## src/rtl/alarm_pkg.sv

```systemverilog
// Purpose: shared state type and default timing constants for the alarm annunciator.
// Latency: n/a (types, constants and a width helper only).
// Backpressure: n/a.
package alarm_pkg;

  typedef enum logic [1:0] {
    IDLE     = 2'd0,
    SOUNDING = 2'd1,
    TIMEOUT  = 2'd2
  } annunciator_state_t;

  // Default cycle counts, kept in step with the alarm controller's timing constants.
  localparam int DEF_BLINK_PERIOD_CYCLES = 8;
  localparam int DEF_BLINK_ON_CYCLES     = 2;
  localparam int DEF_SIREN_HALF_CYCLES   = 3;
  localparam int DEF_SIREN_MAX_CYCLES    = 20;
  localparam int DEF_CHIRP_CYCLES        = 4;

  // Counter width able to hold 0..n-1, never narrower than one bit.
  function automatic int cnt_width(input int n);
    return (n > 1) ? $clog2(n) : 1;
  endfunction

endpackage

```

## src/rtl/annunciator_timer.sv

```systemverilog
// Purpose: cycle counter 0..LAST with synchronous clear and enable; wraps or saturates at LAST.
// Latency: count visible one clock after the enabling edge.
// Backpressure: none; free-running under clear/enable control.
module annunciator_timer #(
  parameter int WIDTH    = 4,
  parameter int LAST     = 7,
  parameter bit SATURATE = 1'b0
) (
  input  logic             i_clk,
  input  logic             i_rst,
  input  logic             i_clr,
  input  logic             i_en,
  output logic [WIDTH-1:0] o_cnt
);

  localparam logic [WIDTH-1:0] LAST_VAL = WIDTH'(LAST);

  logic [WIDTH-1:0] r_cnt;

  // Clear wins over enable; at LAST either hold (saturate) or restart from zero (wrap).
  always_ff @(posedge i_clk or posedge i_rst) begin
    if (i_rst) begin
      r_cnt <= '0;
    end else if (i_clr) begin
      r_cnt <= '0;
    end else if (i_en) begin
      if (r_cnt == LAST_VAL) begin
        r_cnt <= SATURATE ? LAST_VAL : '0;
      end else begin
        r_cnt <= r_cnt + 1'b1;
      end
    end
  end

  assign o_cnt = r_cnt;

endmodule

```

## src/rtl/alarm_annunciator.sv

```systemverilog
// Purpose: drives status LED blink, tone-modulated time-limited siren; optional arm chirp (ALARM_ANNUNCIATOR_CHIRP_EN).
// Latency: input change sampled at edge N shows on the registered outputs after edge N+1.
// Backpressure: none; inputs are controller levels, outputs are free-running drive patterns.
module alarm_annunciator
  import alarm_pkg::*;
#(
  parameter int BLINK_PERIOD_CYCLES = DEF_BLINK_PERIOD_CYCLES,
  parameter int BLINK_ON_CYCLES     = DEF_BLINK_ON_CYCLES,
  parameter int SIREN_HALF_CYCLES   = DEF_SIREN_HALF_CYCLES,
`ifdef ALARM_ANNUNCIATOR_CHIRP_EN
  parameter int CHIRP_CYCLES        = DEF_CHIRP_CYCLES,
`endif
  parameter int SIREN_MAX_CYCLES    = DEF_SIREN_MAX_CYCLES
) (
  input  logic clock,
  input  logic systemReset,
  input  logic statusIndicator,
  input  logic siren,
  output logic statusLed,
  output logic sirenDrive,
  output logic sirenTimedOut
);

  localparam int BLINK_W = cnt_width(BLINK_PERIOD_CYCLES);
  localparam int TONE_W  = cnt_width(SIREN_HALF_CYCLES);
  localparam int DUR_W   = $clog2(SIREN_MAX_CYCLES);

  localparam logic [BLINK_W-1:0] BLINK_ON  = BLINK_W'(BLINK_ON_CYCLES);
  localparam logic [TONE_W-1:0]  TONE_LAST = TONE_W'(SIREN_HALF_CYCLES - 1);
  localparam logic [DUR_W-1:0]   DUR_LAST  = DUR_W'(SIREN_MAX_CYCLES - 1);

  annunciator_state_t r_state;
  annunciator_state_t w_state_nxt;

  logic r_stat_q;
  logic r_siren_q;
  logic r_led;
  logic r_drive;
  logic r_tmo;

  logic w_enter;
  logic w_sounding;
  logic w_tone_nxt;
  logic w_led_nxt;
  logic w_drive_nxt;
  logic w_tmo_nxt;

  logic [BLINK_W-1:0] w_blink_cnt;
  logic [TONE_W-1:0]  w_tone_cnt;
  logic [DUR_W-1:0]   w_dur_cnt;

  assign w_sounding = (r_state == SOUNDING);

`ifdef ALARM_ANNUNCIATOR_CHIRP_EN
  localparam int CHIRP_W = cnt_width(CHIRP_CYCLES);
  localparam logic [CHIRP_W-1:0] CHIRP_LAST = CHIRP_W'(CHIRP_CYCLES - 1);

  logic               r_stat_qq;
  logic               r_chirp_on;
  logic               w_chirp_load;
  logic               w_chirp_on_nxt;
  logic [CHIRP_W-1:0] w_chirp_cnt;

  // Previous armed level for edge detection, and the chirp-active flag.
  always_ff @(posedge clock or posedge systemReset) begin
    if (systemReset) begin
      r_stat_qq  <= 1'b0;
      r_chirp_on <= 1'b0;
    end else begin
      r_stat_qq  <= r_stat_q;
      r_chirp_on <= w_chirp_on_nxt;
    end
  end

  annunciator_timer #(.WIDTH(CHIRP_W), .LAST(CHIRP_CYCLES - 1), .SATURATE(1'b1)) u_chirp (
    .i_clk(clock), .i_rst(systemReset), .i_clr(w_chirp_load), .i_en(r_chirp_on), .o_cnt(w_chirp_cnt)
  );
`endif

  // Register both controller levels once before any use.
  always_ff @(posedge clock or posedge systemReset) begin
    if (systemReset) begin
      r_stat_q  <= 1'b0;
      r_siren_q <= 1'b0;
    end else begin
      r_stat_q  <= statusIndicator;
      r_siren_q <= siren;
    end
  end

  // FSM state register.
  always_ff @(posedge clock or posedge systemReset) begin
    if (systemReset) begin
      r_state <= IDLE;
    end else begin
      r_state <= w_state_nxt;
    end
  end

  // Next state plus the next values of every registered output, so outputs land with the state.
  always_comb begin
    w_state_nxt = r_state;
    w_tone_nxt  = 1'b0;
    case (r_state)
      IDLE:     if (r_siren_q) w_state_nxt = SOUNDING;
      SOUNDING: begin
        if (!r_siren_q)                  w_state_nxt = IDLE;
        else if (w_dur_cnt == DUR_LAST)  w_state_nxt = TIMEOUT;
      end
      TIMEOUT:  if (!r_siren_q) w_state_nxt = IDLE;
      default:  w_state_nxt = IDLE;
    endcase

    w_enter = (r_state != SOUNDING) && (w_state_nxt == SOUNDING);

    // Tone starts high on entry, then flips each time the half-period counter completes.
    if (w_enter) begin
      w_tone_nxt = 1'b1;
    end else if (w_state_nxt == SOUNDING) begin
      w_tone_nxt = (w_tone_cnt == TONE_LAST) ? ~r_drive : r_drive;
    end

    w_tmo_nxt = (w_state_nxt == TIMEOUT);
    // Siren activity forces the LED solid; blink counter keeps running underneath.
    w_led_nxt = (w_state_nxt != IDLE) || (r_stat_q && (w_blink_cnt < BLINK_ON));

`ifdef ALARM_ANNUNCIATOR_CHIRP_EN
    // Chirp only starts from IDLE, is aborted by sounding, and ignores a falling armed level.
    w_chirp_load   = r_stat_q && !r_stat_qq && (r_state == IDLE) && !w_enter;
    w_chirp_on_nxt = !w_enter && (w_chirp_load || (r_chirp_on && (w_chirp_cnt != CHIRP_LAST)));
    w_drive_nxt    = (w_state_nxt == SOUNDING) ? w_tone_nxt : w_chirp_on_nxt;
`else
    w_drive_nxt    = w_tone_nxt;
`endif
  end

  // Registered output drives.
  always_ff @(posedge clock or posedge systemReset) begin
    if (systemReset) begin
      r_led   <= 1'b0;
      r_drive <= 1'b0;
      r_tmo   <= 1'b0;
    end else begin
      r_led   <= w_led_nxt;
      r_drive <= w_drive_nxt;
      r_tmo   <= w_tmo_nxt;
    end
  end

  annunciator_timer #(.WIDTH(BLINK_W), .LAST(BLINK_PERIOD_CYCLES - 1), .SATURATE(1'b0)) u_blink (
    .i_clk(clock), .i_rst(systemReset), .i_clr(!r_stat_q), .i_en(r_stat_q), .o_cnt(w_blink_cnt)
  );

  annunciator_timer #(.WIDTH(TONE_W), .LAST(SIREN_HALF_CYCLES - 1), .SATURATE(1'b0)) u_tone (
    .i_clk(clock), .i_rst(systemReset), .i_clr(w_enter), .i_en(w_sounding), .o_cnt(w_tone_cnt)
  );

  annunciator_timer #(.WIDTH(DUR_W), .LAST(SIREN_MAX_CYCLES - 1), .SATURATE(1'b1)) u_dur (
    .i_clk(clock), .i_rst(systemReset), .i_clr(w_enter), .i_en(w_sounding), .o_cnt(w_dur_cnt)
  );

  assign statusLed     = r_led;
  assign sirenDrive    = r_drive;
  assign sirenTimedOut = r_tmo;

endmodule
```

## config.mk

```make
export PLATFORM = sky130hd
export DESIGN_NAME = alarm_annunciator
export DESIGN_NICKNAME = d
export VERILOG_FILES = /design/src/rtl/alarm_pkg.sv /design/src/rtl/annunciator_timer.sv /design/src/rtl/alarm_annunciator.sv
export SDC_FILE = /design/constraint.sdc
export NUM_CORES = 1
export LEC_CHECK = 0
export ABC_AREA = 0
export ABC_CLOCK_PERIOD_IN_PS = 1100
export CELL_PAD_IN_SITES_DETAIL_PLACEMENT = 0
export CELL_PAD_IN_SITES_GLOBAL_PLACEMENT = 1
export CORE_ASPECT_RATIO = 1.1
export CORE_UTILIZATION = 39
export DETAILED_ROUTE_END_ITERATION = 8
export PLACE_DENSITY = 0.8
export SETUP_SLACK_MARGIN = 0.5
export SYNTH_ARGS = -nofsm -noshare
export SYNTH_HDL_FRONTEND = slang
export SYNTH_SLANG_ARGS = --single-unit
```

## constraint.sdc

```tcl
create_clock -name clock -period 1.1 [get_ports clock]
set_input_delay 0.11 -clock clock [delete_from_list [all_inputs] [get_ports clock]]
set_output_delay 0.11 -clock clock [all_outputs]
set_load 0.1 [all_outputs]
```

==> results.sh <==
export IMPL_placed_cell_area_um2=957
export IMPL_path_buf_inv=0
export IMPL_synth_most_common_cell="dfrtp_1"
export IMPL_cp_required_ps=1300
export IMPL_finalCriticalPeriod_ps=1150
export IMPL_drive_gt1_share_pct=48.8
export IMPL_postLayoutCoreUtil_pct=61.3
export IMPL_synth_top_cell_area_share_pct=56.5
export IMPL_rows=16
export IMPL_synth_fa_ha_area_share_pct=4.98
export IMPL_max_freq_mhz=867
export IMPL_ys_types=23
export IMPL_area_growth_pct=46.5
export IMPL_synthMuxAreaShare_pct=2.82
export IMPL_synthesis_instances=63
export IMPL_htree_num_levels=1
export IMPL_syn_num_nets=70
export IMPL_slew_headroom_pct=83.8
export IMPL_synth_edff_count=0
export IMPL_p_leak_uw=0.000489
export IMPL_cp_slowest_stage_delay_ps=420
export IMPL_drc=0
export IMPL_ys_async_sr_fraction_pct=100
export IMPL_grt_pass1_vias=505
export IMPL_ys_seq_area_share_pct=56.5
export IMPL_syn_avg_cell_area_um2=12.0
export IMPL_fin_skew_ps=7.09
export IMPL_port_buffers=6
export IMPL_wl_per_cell_um=12.6
export IMPL_stdcell_area_um2=1100
export IMPL_yosysTopAreaCell="dfrtp_1"
export IMPL_drt_wl_total_um=1310
export IMPL_cts_root_buf="clkbuf_4"
export IMPL_hold_class="input pin to asynchronous set/reset pin"
export IMPL_violations="setup timing"
export IMPL_r2r_start="u_dur.o_cnt[0]$_DFFE_PP0P_"
export IMPL_syn_area_um2=753
export IMPL_drv_slew=0
export IMPL_clk_latency_ps=290
export IMPL_ant_nets=0
export IMPL_r2r_cells=5
export IMPL_synthTopCellsByCount="dfrtp_1 (17), nand2_1 (6)"
export IMPL_ios=7
export IMPL_ys_seq_elements=17
export IMPL_gr_total_overflow=0
export IMPL_clk_pin_slew_ps=110
export IMPL_pwr_density_cell_nw_per_um2=1300
export IMPL_slowest_stage="dfrtp_1"
export IMPL_hold_viol=0
export IMPL_rsz0062_at_grt="yes"
export IMPL_fp_coreArea_um2=1800
export IMPL_fin_cells=104
export IMPL_synth_area_leaders="dfrtp_1 (56%), ha_1 (5.0%), nand4bb_4 (3.7%), a22o_1 (3.5%), and2_1 (3.3%)"
export IMPL_grt_usage_pct=14.4
export IMPL_vias=540
export IMPL_critPathKind="flop to flop"
export IMPL_setup_worst_path_start_class="flop"
export IMPL_yosys_area_share_simple_pct=21.8
export IMPL_cpLargestDelayFamily="flip-flops"
export IMPL_crit_arrival_ps=1350
export IMPL_synth_compound_area_share_pct=12.3
export IMPL_cts_buffers=3
export IMPL_worst_ir_drop_vdd_v=0.000746
export IMPL_firstDrtPassIters=2
export IMPL_reg2reg_to="u_dur.o_cnt[4]$_DFFE_PP0P_"
export IMPL_period_share_pct=105
export IMPL_dp_cells=93
export IMPL_die_h_um=48.1
export IMPL_cts_buffer_depth=2
export IMPL_drtIter0Drc=4
export IMPL_fin_ws_ps=-52.9
export IMPL_antenna_found_initial=0
export IMPL_nets=94
export IMPL_worst_path_max_fanout=4
export IMPL_yosysWarnings=0
export IMPL_hpwlAfterDp_um=901
export IMPL_grt_max_degree=18
export IMPL_n_antenna_cell=0
export IMPL_clock_sinks=17
export IMPL_setup_tns_final_ps=-65.7
export IMPL_synth_xor_area_share_pct=1.16
export IMPL_worstMarginPinSlew_ps=243
export IMPL_routed_via_density=5.19
export IMPL_die_w_um=43.9
export IMPL_grt_pass1_wl_um=2180
export IMPL_ys_flop_type="dfrtp_1"
export IMPL_synth_top_family_by_area="simple AND/OR/NAND/NOR gates"
export IMPL_cts_tree="built"
export IMPL_setup_viol=2
export IMPL_routabilityCongestion=0.669
export IMPL_crit_chain="ha_4 -> nand3_4 -> nor3_2 -> a21o_1 -> a22o_1"
export IMPL_maxCapViolations=0
export IMPL_ff2ff_setup_slack_ps=-50
export IMPL_status="finished, violations left"
export IMPL_die_area_um2=2110
export IMPL_ctsHoldBuffers=0
export IMPL_start_util_pct=41.8
export IMPL_cp_end_kind="flop"
-- flip-flops by register name (all words and copies together) (netlist names) --
| signal | count |
|---|---|
| statusLed | 1 |
| u_tone.o_cnt | 2 |
| u_dur.o_cnt | 5 |
| r_siren_q | 1 |
| sirenDrive | 1 |
| r_stat_q | 1 |
| r_state | 2 |
| u_blink.o_cnt | 3 |
| sirenTimedOut | 1 |
-- worst reg2reg max path, delay by kind of cell, from the launching register on --
| kind | cells | cell delay [ps] |
|---|---|---|
| AND/OR/NAND/NOR | 2 | 120 |
| flip-flops | 1 | 420 |
| adder cells (fa/ha/maj) | 1 | 200 |
| AO/OA/AOI/OAI | 2 | 330 |
-- how the worst max path moves through the flow --
stage                                           from                          to  slack, ps  depth (start not counted)
after floorplan           u_dur.o_cnt[0]$_DFFE_PP0P_  u_dur.o_cnt[4]$_DFFE_PP0P_        -30                          5
after global placement    u_dur.o_cnt[1]$_DFFE_PP0P_  u_dur.o_cnt[4]$_DFFE_PP0P_        -20                          5
after detailed placement  u_dur.o_cnt[1]$_DFFE_PP0P_  u_dur.o_cnt[4]$_DFFE_PP0P_        -40                          5
after CTS                 u_dur.o_cnt[1]$_DFFE_PP0P_  u_dur.o_cnt[4]$_DFFE_PP0P_        -50                          5
after global routing      u_dur.o_cnt[0]$_DFFE_PP0P_  u_dur.o_cnt[4]$_DFFE_PP0P_        -90                          5
final                     u_dur.o_cnt[0]$_DFFE_PP0P_  u_dur.o_cnt[4]$_DFFE_PP0P_        -50                          5
-- layout by cell type, fill, tap and decap left out, drive strengths merged --
| master | Yosys | final |
|---|---|---|
| dfrtp | 17 | 17 |
| buf | 0 | 16 |
| nand2 | 6 | 6 |
| nor2 | 4 | 4 |
| o21ai | 4 | 4 |
| a21oi | 4 | 4 |
| and2 | 4 | 4 |
| a22o | 3 | 3 |
| ha | 3 | 3 |
| clkbuf | 0 | 3 |
| clkdlybuf4s50 | 0 | 3 |
| nand2b | 3 | 3 |
| a21o | 2 | 2 |
| nand3 | 2 | 2 |
| nor3 | 2 | 2 |
| nand4bb | 1 | 1 |
| xnor2 | 1 | 1 |
| o21bai | 1 | 1 |
| and4bb | 1 | 1 |
| mux2i | 1 | 1 |
| nor3b | 1 | 1 |
| or2b | 1 | 1 |
| inv | 1 | 1 |
| mux2 | 1 | 1 |
| clkinvlp | 0 | 1 |
-- metal layers --
layer	wire length [µm]	part of all wire, %	GRT usage, %	up-vias
met5	0	0	0	-
met4	11	0.84	5.45	0
met3	33	2.5	3.33	2
met2	668	51	22.7	8
met1	595	45	19.9	260
li1	-	-	-	270
-- logic make-up (layout without fill, tap and decap cells) --
group / Yosys count / in the layout
xor+xnor: 1 / 1
flops: 17 / 17
buf+inv: 1 / 24
simple gates: 25 / 25
fa+ha+maj: 3 / 3
mux: 2 / 2
compound gates: 14 / 14
-- power by group --
group | total [µW] | internal [µW] | switching (µW)
combinational | 329 | 182 | 147
clock | 348 | 138 | 209
sequential | 757 | 685 | 72.0
-- layout make-up --
type / count / area (µm²)
clock buffers: 3 / 22.5
well taps: 18 / 22.5
fillers: 143 / 698
multi-input cells: 45 / 417
inverters: 1 / 3.75
flip-flops and latches: 17 / 439
clock inverters: 1 / 7.51
repair buffers: 19 / 191
-- per-stage QoR --
step	hold WS (ps)	total power (µW)	worst slack [ps]
floorplan	36.1	943	-32.4
global placement	436	1050	-21.0
detailed placement	437	1060	-44.8
CTS	105	1420	-46.7
global route	140	1520	-88.8
finish	106	1430	-52.9
-- repair_timing --
action | CTS | global route
resized for setup | 6 | 8
setup endpoints to repair | 18 | 18
pin swaps | 4 | 1
setup buffers | 2 | 5
Power figures use the tool's default switching activity.
==> RTL edit 1 (config.mk and constraints unchanged) <==
Change the package constant `DEF_SIREN_MAX_CYCLES` from 20 to 10.
--- a/src/rtl/alarm_pkg.sv
+++ b/src/rtl/alarm_pkg.sv
@@ -13,7 +13,7 @@
   localparam int DEF_BLINK_PERIOD_CYCLES = 8;
   localparam int DEF_BLINK_ON_CYCLES     = 2;
   localparam int DEF_SIREN_HALF_CYCLES   = 3;
-  localparam int DEF_SIREN_MAX_CYCLES    = 20;
+  localparam int DEF_SIREN_MAX_CYCLES    = 10;
   localparam int DEF_CHIRP_CYCLES        = 4;
 
   // Counter width able to hold 0..n-1, never narrower than one bit.
Function: same outputs for any inputs over 10 cycles, from zero or initial values and one cycle with systemReset high; that may be too few to reach the edited logic, so the function may still have changed.
==> RTL edit 1 against the original RTL <==
The flow still finishes with violations (setup timing). Cell area fell by 9.2%. Worst hold slack improved by 0.027 ns. Count of clock-buffer cells in the layout rose by 1. Die area fell by 7.9%. Total power rose by 2.0%. Sequential cell count fell by 1. Clock power rose by 6.0%. Via count fell by 9.6%. Sequential power fell by 3.7%. Highest routed layer unchanged. Setup slack got worse by 0.059 ns. Synthesized area fell by 8.3%. Routed wire length fell by 8.6%. Critical path depth fell by 1. Largest cell class unchanged.
==> RTL edit 1: results (changes against the original RTL) <==
share of layout cells above drive strength 1 52.0% (+3.2 points); Largest register FFs 4 (-1); Total Routing Usage GR 14.2% (-0.26 points); via count normalized by instance count 5.30 (+2.2%); number of cells on the worst reg-to-reg path 4 (-1); Seq/Total Area, Yosys 58.0% (+1.5 points); total leakage power 0.000452 µW (-7.6%); total wirelength of the detailed-routed design 1.20 mm (-8.6%); synth cell count leaders 16 x dfrtp_1, 4 x ha_1, 3 x and2_1, 3 x nand2_1, 3 x nor2_1; placed wire-length estimate after detailed placement 788 µm (-13%); number of distinct library cell variants in the gate-level netlist after synthesis 26 (+13%); worst clock skew 0.00119 ns (-0.00590 ns); via count of the first global-routing pass 449 (-11%); met1 routing resource usage after global routing 19.1% (-0.82 points); grt met2 use 23.4% (+0.75 points); Routed wire per std cell 13.0 µm (+3.4%); count of final setup violators 7 (+5); Area contributors post-synth dfrtp_1 58%, ha_1 7.2%, mux2_2 3.3%; maxcap violations 0 (unchanged); Hold WC Path Type in -> async; maximum clock insertion buffer count 2 (unchanged); net count after synthesis 63 (-10%); worst-case hold slack 0.133 ns (+0.0268 ns); post-cts resize count 5 (-1); pre-CTS setup slack -0.132 ns (-0.0874 ns); GR Util met3 2.35% (-0.98 points); number of buffers inserted to repair setup after CTS 4 (+2); maximum number of pins on one net before global-route repair 17 (-1); run status complete, but fails checks; predominant post-synthesis flop cell dfrtp_1; area of all sequential standard cells 413 µm² (-6.0%); starting DRC count in detailed routing 3 (-1); final setup slack of the worst path -0.112 ns (-0.0592 ns); violations in the final reports setup timing; cell with the largest stage delay on the worst path dfrtp_1; Post-Place Cell Area 870 µm² (-9.2%); worst vdd rail ir drop 0.865 mV (+16%); clock input transition at the sequential cells of the worst setup and hold paths 0.09 ns (-0.02 ns); synthesized instance count 55 (-13%); # placed instances 81 (-13%); fillcell total 145 (+1.4%); Clock Latency Late Sink 0.27 ns (-0.02 ns); R2R Path End sirenDrive; detailed-routing iteration count for the pre-antenna-repair pass 4 (+2); post-layout net count 84 (-11%); placer congestion estimate 0.760 (+14%); Final TNS setup -0.493 ns (-0.427 ns); global-route wire length before repair 2.01 mm (-7.9%)
RTL edit 1: cell types whose count changed in the layout (fill, tap and decap cells not counted), moves of 2 or more:
cell | unedited run | this run
a21oi_1 | 2 | 0
ha_4 | 3 | 1
and3b_1 | 0 | 2
nand2_1 | 5 | 3
buf_4 | 12 | 10
o21ai_1 | 3 | 0
ha_2 | 0 | 3
RTL edit 1: area by class of cell:
type                            instances  area share, %
Tap cell                               17           2.12
Sequential cell                        16           41.2
Timing Repair Buffer                   16           16.5
Clock buffer                            4           3.62
Multi-Input combinational cell         37           35.8
Inverter                                2          0.749
RTL edit 1: kinds of logic (layout without fill, tap and decap cells):
group / after synthesis / count (layout) / share of synthesized area (%)
buffers and inverters: 2 / 22 / 1.09
XOR/XNOR: 1 / 1 / 1.27
adder cells (fa/ha/maj): 4 / 4 / 7.25
AO/OA/AOI/OAI: 11 / 11 / 12.9
flip-flops: 16 / 16 / 58.0
AND/OR/NAND/NOR: 19 / 19 / 16.3
multiplexers: 2 / 2 / 3.26
RTL edit 1: power by group:
part           internal [µW]  switching (µW)
combinational            201             162
sequential               657            72.7
clock                    201             168
total                   1060             403
RTL edit 1: metal layers:
metal  routed length [µm]  up-vias
met2                  612        6
met4                   12        0
met5                    0        -
met1                  538      244
met3                   33        2
li1                     -      236
RTL edit 1: how the worst max path moves through the flow:
stage | start | end | slack, ns
after floorplan | u_dur.o_cnt[0] | u_dur.o_cnt[2] | -0.11
after global placement | u_dur.o_cnt[0] | u_dur.o_cnt[2] | -0.11
after detailed placement | u_dur.o_cnt[0] | sirenDrive | -0.13
after CTS | u_dur.o_cnt[0] | u_dur.o_cnt[2] | -0.15
after global routing | u_dur.o_cnt[1] | sirenTimedOut | -0.16
final | u_dur.o_cnt[0] | sirenDrive | -0.11
==> RTL edit 2 (same flow settings) <==
Without the edit above. Remove the register `r_led`: a continuous assignment takes its place, so the output `statusLed` follows one clock earlier.
--- a/src/rtl/alarm_annunciator.sv
+++ b/src/rtl/alarm_annunciator.sv
@@ -137,15 +137,15 @@
   // Registered output drives.
   always_ff @(posedge clock or posedge systemReset) begin
     if (systemReset) begin
-      r_led   <= 1'b0;
       r_drive <= 1'b0;
       r_tmo   <= 1'b0;
     end else begin
-      r_led   <= w_led_nxt;
       r_drive <= w_drive_nxt;
       r_tmo   <= w_tmo_nxt;
     end
   end
+
+  assign r_led = w_led_nxt;
 
   annunciator_timer #(.WIDTH(BLINK_W), .LAST(BLINK_PERIOD_CYCLES - 1), .SATURATE(1'b0)) u_blink (
     .i_clk(clock), .i_rst(systemReset), .i_clr(!r_stat_q), .i_en(r_stat_q), .o_cnt(w_blink_cnt)
Function: changed (a bounded check fails within 4 cycles, from zero or initial values and one cycle with systemReset high).
==> RTL edit 2 against the original RTL <==
Final cell count unchanged. Routed wire length up 11%. The run still ends with setup timing left. Sequential cell count down 1. Clock power up 12%. Cell area down 0.45%. Critical path depth down 2. Maximum frequency down 7.5%. Worst hold slack better by 0.032 ns. Highest routed layer unchanged. Setup slack worse by 0.093 ns. Non-clock buffer count up 4. Count of clock-buffer cells in the layout up 1. Synthesized area down 5.8%. Total power up 5.8%.
==> RTL edit 2: results (changes against the original RTL) <==
total leakage power 0.000485 µW (-0.83%); Synth warnings 0 (unchanged); detailed-routing iteration count for the pre-antenna-repair pass 4 (+2); maximum number of pins on one net before global-route repair 17 (-1); worst vdd rail ir drop 0.768 mV (+2.9%); R2R Path End u_dur.o_cnt[2]; critical-path maximum fanout 2 (-2); Final TNS setup -0.593 ns (-0.528 ns); count of final setup violators 11 (+9); data arrival time of the critical path 1.14 ns (-0.21 ns); startpoint of the lowest-slack register-to-register path r_state[1]; placer congestion estimate 0.782 (+17%); Area contributors post-synth dfrtp_1 56%, ha_1 5.3%, a22o_1 3.7%; synth cell count leaders 16 x dfrtp_1, 4 x nand2_1; biggest cell delay along the critical path 0.38 ns (-0.04 ns); number of cells on the worst reg-to-reg path 4 (-1); worst reg-to-reg setup slack -0.13 ns (-0.08 ns); remaining max-slew budget at the tightest pin 81.8% (-2.0 points); post-layout net count 95 (+1.1%); worst clock skew 0.00255 ns (-0.00454 ns); Total Routing Usage GR 17.4% (+3.0 points); placed wire-length estimate after detailed placement 948 µm (+5.2%); starting DRC count in detailed routing 4 (unchanged); Critical Path Source r_state[0]; Seq/Total Area, Yosys 56.4% (about the same); run status complete, but fails checks; global-route wire length before repair 2.47 mm (+13%); via count normalized by instance count 5.38 (+3.5%); # diodes 0 (unchanged); share of layout cells above drive strength 1 55.2% (+6.3 points); via count of the first global-routing pass 561 (+11%); violations in the final reports setup timing; final setup slack of the worst path -0.146 ns (-0.0934 ns); cell with the largest stage delay on the worst path dfrtp_2
RTL edit 2: stage by stage:
| step | area, µm² | util (%) | cells | setup WS (ns) |
|---|---|---|---|---|
| 2_1_floorplan | 759 | - | 61 | -0.0843 |
| 3_3_place_gp | 920 | 56.3 | 91 | -0.118 |
| 3_5_place_dp | 920 | 56.3 | 91 | -0.116 |
| 4_1_cts | 1040 | 64.0 | 103 | -0.156 |
| 5_1_grt | 1100 | 67.3 | 104 | -0.193 |
| 6_report | 1100 | 67.3 | 104 | -0.146 |
RTL edit 2: worst min-delay path by stage:
stage | start | end | depth (start not counted)
global route | systemReset | sirenDrive | 3
floorplan | systemReset | r_siren_q | 1
detailed placement | systemReset | sirenTimedOut | 3
CTS | systemReset | r_state[1] | 3
finish | systemReset | r_state[1] | 3
global placement | systemReset | u_dur.o_cnt[0] | 3
RTL edit 2: timing repair:
item	in CTS	in global routing
pin swaps	4	3
resized for setup	9	10
setup buffers	8	1
setup endpoints to repair	17	17
RTL edit 2: routing by layer:
metal	global-route usage, %	up-vias	part of all wire [%]
li1	-	269	-
met1	21.3	278	45
met2	30.6	10	51
met3	3.46	2	2.8
met4	7.50	0	0.83
met5	0	-	0
RTL edit 2: tightest hold or removal path, stage by stage:
cell,delay (ns)
clkdlybuf4s50_1,0.40
inv_1,0.06
buf_4,0.22
RTL edit 2: final cells by class:
cell class / count / area, µm²
timing repair buffer: 23 / 225
fill: 119 / 534
multi-input combinational: 41 / 394
sequential: 16 / 410
inverter: 3 / 11.3
clock buffer: 4 / 36.3
tap: 17 / 21.3
RTL edit 2: power breakdown:
group,switching [µW],total (µW),internal [µW]
sequential,48.8,699,650
combinational,198,428,230
clock,190,391,201
total,437,1520,1080
RTL edit 2: cells by family (layout without fill, tap and decap cells):
kind of cell | after synthesis | count (layout) | synth area share [%]
AOI/OAI and AO/OA | 13 | 13 | 13.4
xor gates and xnor gates | 2 | 2 | 2.47
adders and majority gates | 3 | 3 | 5.29
buffers and inverters | 4 | 30 | 2.29
DFF | 16 | 16 | 56.4
muxes | 1 | 1 | 1.59
and+or+nand+nor | 22 | 22 | 18.5
